File: config.mk
export PLATFORM = sky130hd
export DESIGN_NAME = spi_reg_ctrl_flat
export DESIGN_NICKNAME = d
export VERILOG_FILES = /design/src/rtl/spi_reg_ctrl_pkg.sv /design/src/rtl/spi_reg_ctrl_if.sv /design/src/rtl/spi_reg_ctrl_sync.sv /design/src/rtl/spi_reg_ctrl.sv /design/src/flat_wrapper.sv
export SDC_FILE = /design/constraint.sdc
export NUM_CORES = 1
export LEC_CHECK = 0
export CORE_MARGIN = 2
export CORE_UTILIZATION = 30
export CTS_BUF_LIST = sky130_fd_sc_hd__clkbuf_16
export CTS_CLUSTER_SIZE = 24
export DETAILED_ROUTE_END_ITERATION = 12
export MAX_ROUTING_LAYER = met4
export PLACE_DENSITY = 0.49
export RECOVER_POWER = 25
export SLEW_MARGIN = 5
export SYNTH_ARGS = -nofsm -noshare
export SYNTH_HDL_FRONTEND = slang
export SYNTH_SLANG_ARGS = --single-unit
File: constraint.sdc
create_clock -name clk -period 3.09 [get_ports clk]
set_input_delay 0.618 -clock clk [delete_from_list [all_inputs] [get_ports clk]]
set_output_delay 0.618 -clock clk [all_outputs]
set_load 0.01 [all_outputs]
File: src/rtl/spi_reg_ctrl_pkg.sv
// spi_cfg_pkg: register map and frame constants for the SPI configuration slave
package spi_cfg_pkg;
    localparam logic [6:0] ADDR_EN_OUT_7_0  = 7'h00;
    localparam logic [6:0] ADDR_EN_OUT_15_8 = 7'h01;
    localparam logic [6:0] ADDR_EN_PWM_7_0  = 7'h02;
    localparam logic [6:0] ADDR_EN_PWM_15_8 = 7'h03;
    localparam logic [6:0] ADDR_PWM_DUTY    = 7'h04;
    localparam int         FRAME_BITS       = 16;
    localparam logic       RW_WRITE         = 1'b1;
endpackage

File: src/rtl/spi_reg_ctrl_if.sv
// spi_reg_ctrl_if: asynchronous SPI pin bundle (mode 0, write-only)
interface spi_reg_ctrl_if;
    logic sclk;
    logic copi;
    logic ncs;
    modport master (output sclk, copi, ncs);
    modport slave  (input sclk, copi, ncs);
endinterface

File: src/rtl/spi_reg_ctrl_sync.sv
// sync_ff_chain: STAGES-deep resynchroniser with a selectable reset value
module sync_ff_chain #(
    parameter int   STAGES    = 2,
    parameter logic RESET_VAL = 1'b0
) (
    input  logic clk,
    input  logic rst_n,
    input  logic d,
    output logic q
);
    logic [STAGES-1:0] r_q;
    always_ff @(posedge clk) begin
        if (!rst_n) r_q <= {STAGES{RESET_VAL}};
        else        r_q <= {r_q[STAGES-2:0], d};
    end
    assign q = r_q[STAGES-1];
endmodule

File: src/rtl/spi_reg_ctrl.sv
// spi_reg_ctrl: SPI mode-0 write-only slave owning the five PWM control registers
module spi_reg_ctrl
    import spi_cfg_pkg::*;
#(
    parameter int SYNC_STAGES = 2,
    parameter int FRAME_BITS  = spi_cfg_pkg::FRAME_BITS,
    parameter int MAX_ADDR    = 4
) (
    input  logic                 clk,
    input  logic                 rst_n,
    spi_reg_ctrl_if.slave        spi,
    output logic [7:0]           en_reg_out_7_0,
    output logic [7:0]           en_reg_out_15_8,
    output logic [7:0]           en_reg_pwm_7_0,
    output logic [7:0]           en_reg_pwm_15_8,
    output logic [7:0]           pwm_duty_cycle,
    output logic                 wr_strobe
);
    localparam int CNT_W = $clog2(FRAME_BITS + 2);
    localparam int AW    = $clog2(MAX_ADDR + 1);
    localparam logic [CNT_W-1:0] CNT_FULL = CNT_W'(FRAME_BITS);
    localparam logic [CNT_W-1:0] CNT_MAX  = CNT_W'(FRAME_BITS + 1);

    logic                  w_sclk_s, w_copi_s, w_ncs_s;
    logic                  r_sclk_d, r_ncs_d;
    logic                  w_sclk_rise, w_ncs_fall, w_ncs_rise, w_shift_en, w_commit;
    logic [6:0]            w_addr;
    logic [FRAME_BITS-1:0] r_shift;
    logic [CNT_W-1:0]      r_cnt;
    logic [7:0]            r_regs [0:MAX_ADDR];
    logic                  r_wr_strobe;

    sync_ff_chain #(.STAGES(SYNC_STAGES), .RESET_VAL(1'b0)) u_sync_sclk (.clk(clk), .rst_n(rst_n), .d(spi.sclk), .q(w_sclk_s));
    sync_ff_chain #(.STAGES(SYNC_STAGES), .RESET_VAL(1'b0)) u_sync_copi (.clk(clk), .rst_n(rst_n), .d(spi.copi), .q(w_copi_s));
    sync_ff_chain #(.STAGES(SYNC_STAGES), .RESET_VAL(1'b1)) u_sync_ncs  (.clk(clk), .rst_n(rst_n), .d(spi.ncs),  .q(w_ncs_s));

    assign w_sclk_rise = w_sclk_s & ~r_sclk_d;
    assign w_ncs_fall  = ~w_ncs_s & r_ncs_d;
    assign w_ncs_rise  = w_ncs_s & ~r_ncs_d;
    // a clock edge coinciding with the select edge is not part of the frame
    assign w_shift_en  = w_sclk_rise & ~w_ncs_s & ~w_ncs_fall;
    assign w_addr      = r_shift[FRAME_BITS-2 -: 7];
    assign w_commit    = w_ncs_rise && r_cnt == CNT_FULL && r_shift[FRAME_BITS-1] == RW_WRITE
                         && w_addr <= 7'(MAX_ADDR);

    always_ff @(posedge clk) begin
        if (!rst_n) begin
            r_sclk_d    <= 1'b0;
            r_ncs_d     <= 1'b1;
            r_shift     <= '0;
            r_cnt       <= '0;
            r_wr_strobe <= 1'b0;
            for (int a = 0; a <= MAX_ADDR; a++) r_regs[a] <= 8'h00;
        end else begin
            r_sclk_d    <= w_sclk_s;
            r_ncs_d     <= w_ncs_s;
            r_wr_strobe <= w_commit;
            if (w_shift_en) r_shift <= {r_shift[FRAME_BITS-2:0], w_copi_s};
            if (w_ncs_s || w_ncs_fall) r_cnt <= '0;
            else if (w_sclk_rise)      r_cnt <= (r_cnt == CNT_MAX) ? r_cnt : r_cnt + 1'b1;
            for (int a = 0; a <= MAX_ADDR; a++)
                if (w_commit && w_addr == 7'(a)) r_regs[a] <= r_shift[7:0];
        end
    end

    assign en_reg_out_7_0  = r_regs[ADDR_EN_OUT_7_0[AW-1:0]];
    assign en_reg_out_15_8 = r_regs[ADDR_EN_OUT_15_8[AW-1:0]];
    assign en_reg_pwm_7_0  = r_regs[ADDR_EN_PWM_7_0[AW-1:0]];
    assign en_reg_pwm_15_8 = r_regs[ADDR_EN_PWM_15_8[AW-1:0]];
    assign pwm_duty_cycle  = r_regs[ADDR_PWM_DUTY[AW-1:0]];
    assign wr_strobe       = r_wr_strobe;
endmodule

File: src/flat_wrapper.sv
// flat-port wrapper written by rule: the top's interface ports become plain ports
module spi_reg_ctrl_flat import spi_cfg_pkg::*;
#(
    parameter int SYNC_STAGES = 2,
    parameter int FRAME_BITS  = spi_cfg_pkg::FRAME_BITS,
    parameter int MAX_ADDR    = 4
)
  (clk, rst_n, en_reg_out_7_0, en_reg_out_15_8, en_reg_pwm_7_0, en_reg_pwm_15_8, pwm_duty_cycle, wr_strobe, spi_sclk, spi_copi, spi_ncs);
  spi_reg_ctrl_if spi_i ();
  input  logic clk;
  input  logic rst_n;
  output logic [7:0] en_reg_out_7_0;
  output logic [7:0] en_reg_out_15_8;
  output logic [7:0] en_reg_pwm_7_0;
  output logic [7:0] en_reg_pwm_15_8;
  output logic [7:0] pwm_duty_cycle;
  output logic wr_strobe;
  input wire logic [$bits(spi_i.sclk)-1:0] spi_sclk;
  input wire logic [$bits(spi_i.copi)-1:0] spi_copi;
  input wire logic [$bits(spi_i.ncs)-1:0] spi_ncs;
  assign spi_i.sclk = spi_sclk;
  assign spi_i.copi = spi_copi;
  assign spi_i.ncs = spi_ncs;
  spi_reg_ctrl #(.SYNC_STAGES(SYNC_STAGES), .FRAME_BITS(FRAME_BITS), .MAX_ADDR(MAX_ADDR)) u_core (.clk(clk), .rst_n(rst_n), .spi(spi_i), .en_reg_out_7_0(en_reg_out_7_0), .en_reg_out_15_8(en_reg_out_15_8), .en_reg_pwm_7_0(en_reg_pwm_7_0), .en_reg_pwm_15_8(en_reg_pwm_15_8), .pwm_duty_cycle(pwm_duty_cycle), .wr_strobe(wr_strobe));
endmodule
Yosys cells after proc, flatten, opt, wreduce, memory -nomap -nowiden
Memories as Yosys holds them, arrays and structs flattened.
Index checks and enable logic that the tools add are counted.
- $add $sub $neg: 1
- multipliers: 0
- div/mod/pow operators: 0
- $lt $le $gt $ge: 1
- equal/unequal tests: 6
- shifts and indexed selects: 0
- multiplexer cells: 21
- bitwise operators: 16
- reductions and logical operators: 12
- operator list (operator ; number):
    8-bit two-way mux ; 5
    1-bit two-way mux ; 16
    7-bit by 2-bit equality test with 1-bit output (second input constant) ; 2
    5-bit equality test (second input constant) ; 2
    1-bit logical AND ; 8
    7-bit by 1-bit equality test with 1-bit output (second input constant) ; 1
    7-bit by 3-bit equality test with 1-bit output (second input constant) ; 1
    7-bit by 3-bit <= comparator with 1-bit output (second input constant) ; 1
    7-bit logical NOT ; 1
    1-bit inverter ; 6
    5-bit by 1-bit adder with 5-bit output (second input constant) ; 1
    1-bit bitwise AND ; 5
    1-bit bitwise OR ; 5
    2-bit AND reduction ; 1
    2-bit OR reduction ; 1
    1-bit logical OR ; 1
- flip-flop bits (word level): 30
- latch bits: 0
- RAM bits: 40
- bits in read-only memories: 0
- input bits: 5
- output and inout port bits: 41
- logic and storage cells: 66
- memories kept: 1
- memories (name ; words ; bits a word ; rd ports ; clocked after Yosys merged registers in ; write ports ; line ; RTL):
    u_core.r_regs ; 5 ; 8 ; 5 ; 0 ; 5 ; spi_reg_ctrl.sv:30 ; logic [7:0] r_regs [0:MAX_ADDR];

Logic depth before layout (Yosys ltp)
Gate-level depths: netlist of run 1.
- word-level depth: 10
- mapped depth: 7
- mapped depth without buffers: 5

Cells and area by module
A second synthesis of run 1 with hierarchy kept.
- cell total of the unflattened synthesis: 187
- area total of the unflattened synthesis: 2529.9 um^2
- modules (own cells, without submodules) (module ; instances ; cells each ; area each (um^2) ; seq. area each (um^2)):
    spi_reg_ctrl ; 1 ; 175 ; 2372.3 ; 1681.6
    sync_ff_chain ; 3 ; 4 ; 52.6 ; 40.0

Worst setup path before layout of run 1
No wires, ideal clock.
- kind: reg-to-reg
- start point: register u_core.r_shift[13]
- end point: memory u_core.r_regs[0][0], enable pin
- setup time: 0.398 ns
- arrival time: 2.386 ns
- required time: 2.692 ns
- slack: 0.306 ns
- cell stages (with the launch flop): 5
- path buffers: 1
- clock period less this slack: 2.784 ns
- path through: dfxtp_1 > or4_1 > or4_1 > buf_2 > o41ai_1
- RTL lines (what ; line ; RTL):
    from (decl) ; spi_reg_ctrl.sv:28 ; logic [FRAME_BITS-1:0] r_shift;
    from (signal assigned) ; spi_reg_ctrl.sv:58 ; if (w_shift_en) r_shift <= {r_shift[FRAME_BITS-2:0], w_copi_s};
    to (decl) ; spi_reg_ctrl.sv:30 ;

==> metrics.md, run 1 <==
| Metric | Value |
|---|---|
| Final core occ | 0.418 |
| CTS Sinks | 70 |
| Die width | 95.9 µm |
| Post-layout min period | 2.47 ns |
| Initial antenna violation count | 0 |
| Seq pwr share | 0.500 |
| TritonCTS clock tree | built |
| # DRC | 0 |
| Initial DRC count | 67 |
| Wirelength per Cell | 13.1 µm |
| Power per cell area | 589 nW/µm² |
| Setup violators final | 0 |
| Die ar. | 9210 µm² |
| GPL Wtd Cong | 0.746 |
| Mapped Nets | 196 |
| Synth warn | 0 |
| Actual slew at the worst max-slew pin | 0.978 ns |
| Design Area, Final | 3440 µm² |
| Worst R2R End | u_core.r_regs[0][39] |
| Synth top area share | 0.474 |
| P&R area growth vs syn | 35.5% |
| Rows | 33 |
| Fill count | 776 |
| First drt pass iteration count | 4 |
| Switching Fraction | 0.213 |
| Multi-input logic area | 704 µm² |
| CTS buffer count | 9 |
| Distinct cells, synth | 29 |
| FF-to-FF setup slack | 0.74 ns |
| Core Region | 8220 µm² |
| Vias in the first global route | 1409 |
| Clock slew at reported path FFs | 0.06 ns |
| IO Pins | 46 |
| Nature of the critical path endpoint | register |
| Max Clk Rate | 0.405 GHz |
| WL final | 4610 µm |
| RSZ-0062 raised after global routing | no |
| Layout cells sized above 1 | 0.163 |
| Fin cells | 351 |
| CTS root buf | clkbuf_16 |
| FF+latch count, synth | 70 |
| Dominant cell type by area after synthesis | edfxtp_1 |
| Clock power share | 0.461 |
| CP max FO | 9 |
| Slew margin rel. | 0.348 |
| Internal power | 1.59 mW |
| Ys async rst share | 0 |
| Status | finished clean |
| Post-Synthesis Cells | 188 |
| Clk_skew | 0.00719 ns |
| Post-cts sizing count | 0 |
| Top-count cell post-synth | edfxtp_1 |
| CP arrival | 2.44 ns |
| Top FF cell, synth | edfxtp_1 |
| Via density per instance | 4.36 |
| Final period util | 0.798 |
| Gr usage total | 0.111 |
| First-pass GRT wire length | 7270 µm |
| CP startpoint | rst_n |
| Hold depth | 1 |
| R2R Path Start | u_core.r_cnt[2] |
| Worst EP required | 3.06 ns |
| FF+latch area | 1800 µm² |
| Setup TNS Final | 0 ns |
| CP Capture Point | u_core.r_regs[0][39] |
| Final slew viol count | 0 |
| Die height | 95.9 µm |
| N_diodes | 0 |
| DP Wirelength | 3100 µm |
| Setup Crit Path Kind | in2reg |
| Top post-synthesis cells by area | edfxtp_1, dfxtp_1, nand2_1 |
| Combinational power share | 0.040 |
| Avg Inst Size Synth | 13.5 µm² |
| H-tree depth | 3 |
| Leakage | 1.15 nW |
| Hold-fix buffers, CTS | 0 |
| Cell Area, Synth | 2540 µm² |
| R2r worst-path depth | 3 |
| Count of flip-flops with a built-in enable after synthesis | 40 |
| Final hold violations | 0 |
| Layout Nets | 249 |
| Peak VDD IR | 0.355 mV |
| Startpoint Class | input pin |
| Setup Buffers After CTS | 0 |
| Clk Latency, worst-skew pair | 0.33 ns |
| Sequential share of the synthesized area | 0.710 |
| DP Cell Count | 335 |
| Antenna Violating Nets Remaining | 0 |
| Port buffer count | 45 |
| DR vias | 1531 |
| Worst Hold Class | reg2reg |
| Fin Hold WS | 0.417 ns |
| Initial Utilization | 0.309 |
| Max-Cap Viols | 0 |
| Clock buffer depth | 2 |
| Synth cell count leaders | edfxtp_1, nand2_1, dfxtp_1 |
| Largest net degree at the start of global routing | 24 |
| Remaining global-route overflow | 0 |
| P_sw | 432 µW |
| Post-DP Area | 3160 µm² |
## power groups by stage
| stage | clock (mW) | sequential [mW] | combinational (mW) |
|---|---|---|---|
| 2_1_floorplan | 0 | 1.04 | 0.0198 |
| 3_3_place_gp | 0 | 1.03 | 0.0835 |
| 3_5_place_dp | 0 | 1.03 | 0.0843 |
| 4_1_cts | 0.955 | 1.01 | 0.0845 |
| 5_1_grt | 0.990 | 1.01 | 0.0872 |
| 6_report | 0.932 | 1.01 | 0.0803 |
## per-stage QoR
step	setup slack [ns]	power (mW)
2_1_floorplan	0.306	1.06
3_3_place_gp	0.368	1.12
3_5_place_dp	0.306	1.12
4_1_cts	0.638	2.05
5_1_grt	0.439	2.09
6_report	0.624	2.02
## worst min path at each step
stage	start	endpoint	slack, ns
finish	u_core.u_sync_ncs.r_q[0]	u_core.u_sync_ncs.r_q[1]	0.42
global route	u_core.u_sync_ncs.r_q[0]	u_core.u_sync_ncs.r_q[1]	0.43
CTS	u_core.u_sync_ncs.r_q[0]	u_core.u_sync_ncs.r_q[1]	0.42
detailed placement	u_core.u_sync_ncs.r_q[0]	u_core.u_sync_ncs.r_q[1]	0.41
global placement	u_core.u_sync_ncs.r_q[0]	u_core.u_sync_ncs.r_q[1]	0.41
floorplan	u_core.u_sync_ncs.r_q[0]	u_core.u_sync_ncs.r_q[1]	0.39
## cells in the final DEF (no fill, tap or decap), types with 3 or more instances in the layout
cell type,synthesis,layout
a21boi_0,15,16
a21oi_1,4,4
and2_1,5,3
buf_4,0,7
clkbuf_16,0,9
clkdlybuf4s50_1,0,35
clkinv_4,0,3
clkinvlp_4,0,3
dfxtp_1,30,30
dlygate4sd3_1,0,10
edfxtp_1,40,40
ha_1,3,3
inv_1,4,5
nand2_1,35,35
nand2b_1,4,4
nor3b_2,8,8
o21ai_0,3,3
o41ai_2,0,4
or3_1,4,4
## cell families (layout without fill, tap and decap cells)
family | after synthesis | after routing | share of synthesized area
flip-flops | 70 | 70 | 0.710
AND/OR/NAND/NOR | 70 | 70 | 0.164
AO/OA/AOI/OAI | 30 | 30 | 0.0844
buffers and inverters | 15 | 73 | 0.0261
adder cells (fa/ha/maj) | 3 | 3 | 0.0148
## final cells by class
type / instances / share of cell area
Sequential cell: 70 / 0.524
Tap cell: 105 / 0.0382
Clock buffer: 9 / 0.0655
Multi-Input combinational cell: 103 / 0.205
Clock inverter: 7 / 0.0153
Inverter: 4 / 0.00437
Timing Repair Buffer: 53 / 0.147
## state kept, by name, summed over array words and instances, names as in the netlist
register,flops
u_core.r_shift,16
u_core.r_cnt,5
u_core.r_ncs_d,1
u_core.r_sclk_d,1
u_core.u_sync_ncs.r_q,2
u_core.wr_strobe,1
u_core.u_sync_copi.r_q,2
u_core.r_regs,40
u_core.u_sync_sclk.r_q,2
## per-layer routing
| layer | share of wire | vias up | global-route usage |
|---|---|---|---|
| li1 | - | 772 | - |
| met1 | 0.50 | 715 | 0.152 |
| met2 | 0.44 | 38 | 0.150 |
| met3 | 0.051 | 6 | 0.0337 |
| met4 | 0.012 | 0 | 0.0536 |
| met5 | 0 | - | - |
## critical path, stage by stage
cell	delay, ns
dlygate4sd3_1	0.69
nand2_1	0.08
or4_1	0.58
o21ai_2	0.47
Note: power is estimated with default switching activity, not from simulation.
==> run 2: changes to the inputs <==
==> constraint.sdc (replaced) <==
create_clock -name clk -period 2.4 [get_ports clk]
set_input_delay 0.48 -clock clk [delete_from_list [all_inputs] [get_ports clk]]
set_output_delay 0.48 -clock clk [all_outputs]
set_load 0.01 [all_outputs]
==> metrics.md, run 2 (synthesis results as in run 1) <==
| Metric | Value |
|---|---|
| Worst Hold Class | reg2reg |
| Layout Nets | 255 |
| Fill count | 774 |
| Die height | 95.9 µm |
| Worst path bufs/invs | 2 |
| Setup TNS Final | 0 ns |
| GPL Wtd Cong | 0.720 |
| FF+latch area | 1800 µm² |
| Final period util | 0.958 |
| Max-Cap Viols | 0 |
| Actual slew at the worst max-slew pin | 0.785 ns |
| Via density per instance | 4.45 |
| H-tree depth | 3 |
| CTS root buf | clkbuf_16 |
| Remaining global-route overflow | 0 |
| CTS buffer count | 9 |
| Slowest cell on the critical path | or4_1 |
| DR vias | 1587 |
| Hold-fix buffers, CTS | 0 |
| Initial DRC count | 69 |
| Startpoint Class | register |
| First-pass GRT wire length | 7740 µm |
| Top reg by flops | u_core.r_regs |
| DP Wirelength | 3270 µm |
| Crit-path cells | or4_1 > or4_1 > buf_6 > o41ai_2 > buf_4 |
| Max Clk Rate | 0.435 GHz |
| P&R area growth vs syn | 41.3% |
| Antenna Violating Nets Remaining | 0 |
| Core Region | 8220 µm² |
| Vias in the first global route | 1565 |
| CTS Sinks | 70 |
| Peak VDD IR | 0.472 mV |
| RSZ-0062 raised after global routing | no |
| IO Pins | 46 |
| Fin Hold WS | 0.411 ns |
| Worst EP required | 2.43 ns |
| Most common cell after layout, fill and taps aside | edfxtp_1 |
| Clk Latency, worst-skew pair | 0.33 ns |
| Setup violators final | 0 |
| Port buffer count | 45 |
| WL final | 4690 µm |
| Most frequent cells in the layout | edfxtp_1, nand2_1, clkdlybuf4s50_1 |
| Gr usage total | 0.117 |
| Clock slew at reported path FFs | 0.06 ns |
| Clock buffer depth | 2 |
| Clk_skew | 0.00525 ns |
| Final slew viol count | 0 |
| Wirelength per Cell | 13.1 µm |
| Setup Crit Path Kind | reg2reg |
| Most used cell, CP | or4_1 |
| TritonCTS clock tree | built |
| CP max FO | 10 |
| Die width | 95.9 µm |
| Max incr delay on CP | 0.55 ns |
| Die ar. | 9210 µm² |
| # DRC | 0 |
| First drt pass iteration count | 4 |
| Status | finished clean |
| Leakage | 1.23 nW |
| CP delay by family, top | simple AND/OR/NAND/NOR gates |
| Largest net degree at the start of global routing | 19 |
| Slew margin rel. | 0.476 |
| Initial antenna violation count | 0 |
| Power per cell area | 845 nW/µm² |
| Rows | 33 |
| Post-layout min period | 2.30 ns |
| N_diodes | 0 |
| Design Area, Final | 3580 µm² |
| Layout cells sized above 1 | 0.179 |
| Max reg flops | 40 |
| Final hold violations | 0 |
| Biggest regs | u_core.r_regs (40), u_core.r_shift (16), u_core.r_cnt (5) |
| CP arrival | 2.33 ns |
| Initial Utilization | 0.309 |
| Multi-input logic area | 704 µm² |
| Nature of the critical path endpoint | register |
| Post-DP Area | 3220 µm² |
## run 2: final timing paths
path | cells after the start | start | endpoint | slack (ns)
worst max-delay path | 5 | u_core.r_shift[13] | u_core.r_regs[0][26] | 0.10
worst min-delay path | 1 | u_core.u_sync_ncs.r_q[0] | u_core.u_sync_ncs.r_q[1] | 0.41
worst max register to register | 5 | u_core.r_shift[13] | u_core.r_regs[0][26] | 0.10
worst min register to register | 1 | u_core.u_sync_ncs.r_q[0] | u_core.u_sync_ncs.r_q[1] | 0.41
## run 2: what timing repair did
item | in CTS | in global routing
gates resized for setup | 0 | 1
buffers inserted | 0 | 0
hold endpoints to repair | 0 | 0
endpoints found under the setup margin | 0 | 3
## run 2: worst reg2reg max path, cell delays in order, from the launching register on
cell     delay [ns]
dfxtp_1        0.32
or4_1          0.52
or4_1          0.55
buf_6          0.17
o41ai_2        0.21
buf_4          0.24
## run 2: area by class of cell
class | instances | share of cell area
Clock buffer | 9 | 0.0628
Clock inverter | 7 | 0.0405
Inverter | 4 | 0.00419
Multi-Input combinational cell | 103 | 0.197
Sequential cell | 70 | 0.503
Tap cell | 105 | 0.0367
Timing Repair Buffer | 59 | 0.156
## run 2: through the flow
stage | setup slack [ns] | power (mW) | std cells | util
2_1_floorplan | -0.384 | 1.37 | 188 | -
3_3_place_gp | -0.0157 | 1.44 | 341 | 0.392
3_5_place_dp | -0.0590 | 1.44 | 341 | 0.392
4_1_cts | 0.0587 | 3.07 | 357 | 0.437
5_1_grt | 0.0176 | 3.13 | 357 | 0.436
6_report | 0.100 | 3.03 | 357 | 0.436
## run 2: power breakdown
part           switching [mW]  internal [mW]  total, mW
Sequential            0.00983           1.29       1.30
Combinational          0.0467         0.0606      0.107
Clock                   0.493           1.12       1.62
## run 2: layer usage
layer	share of wire	up-vias	GRT usage	wire, µm
met5	0	-	-	0
met4	0.018	0	0.0679	85
met3	0.062	7	0.0352	290
met2	0.47	50	0.171	2190
met1	0.45	743	0.145	2120
li1	-	787	-	-
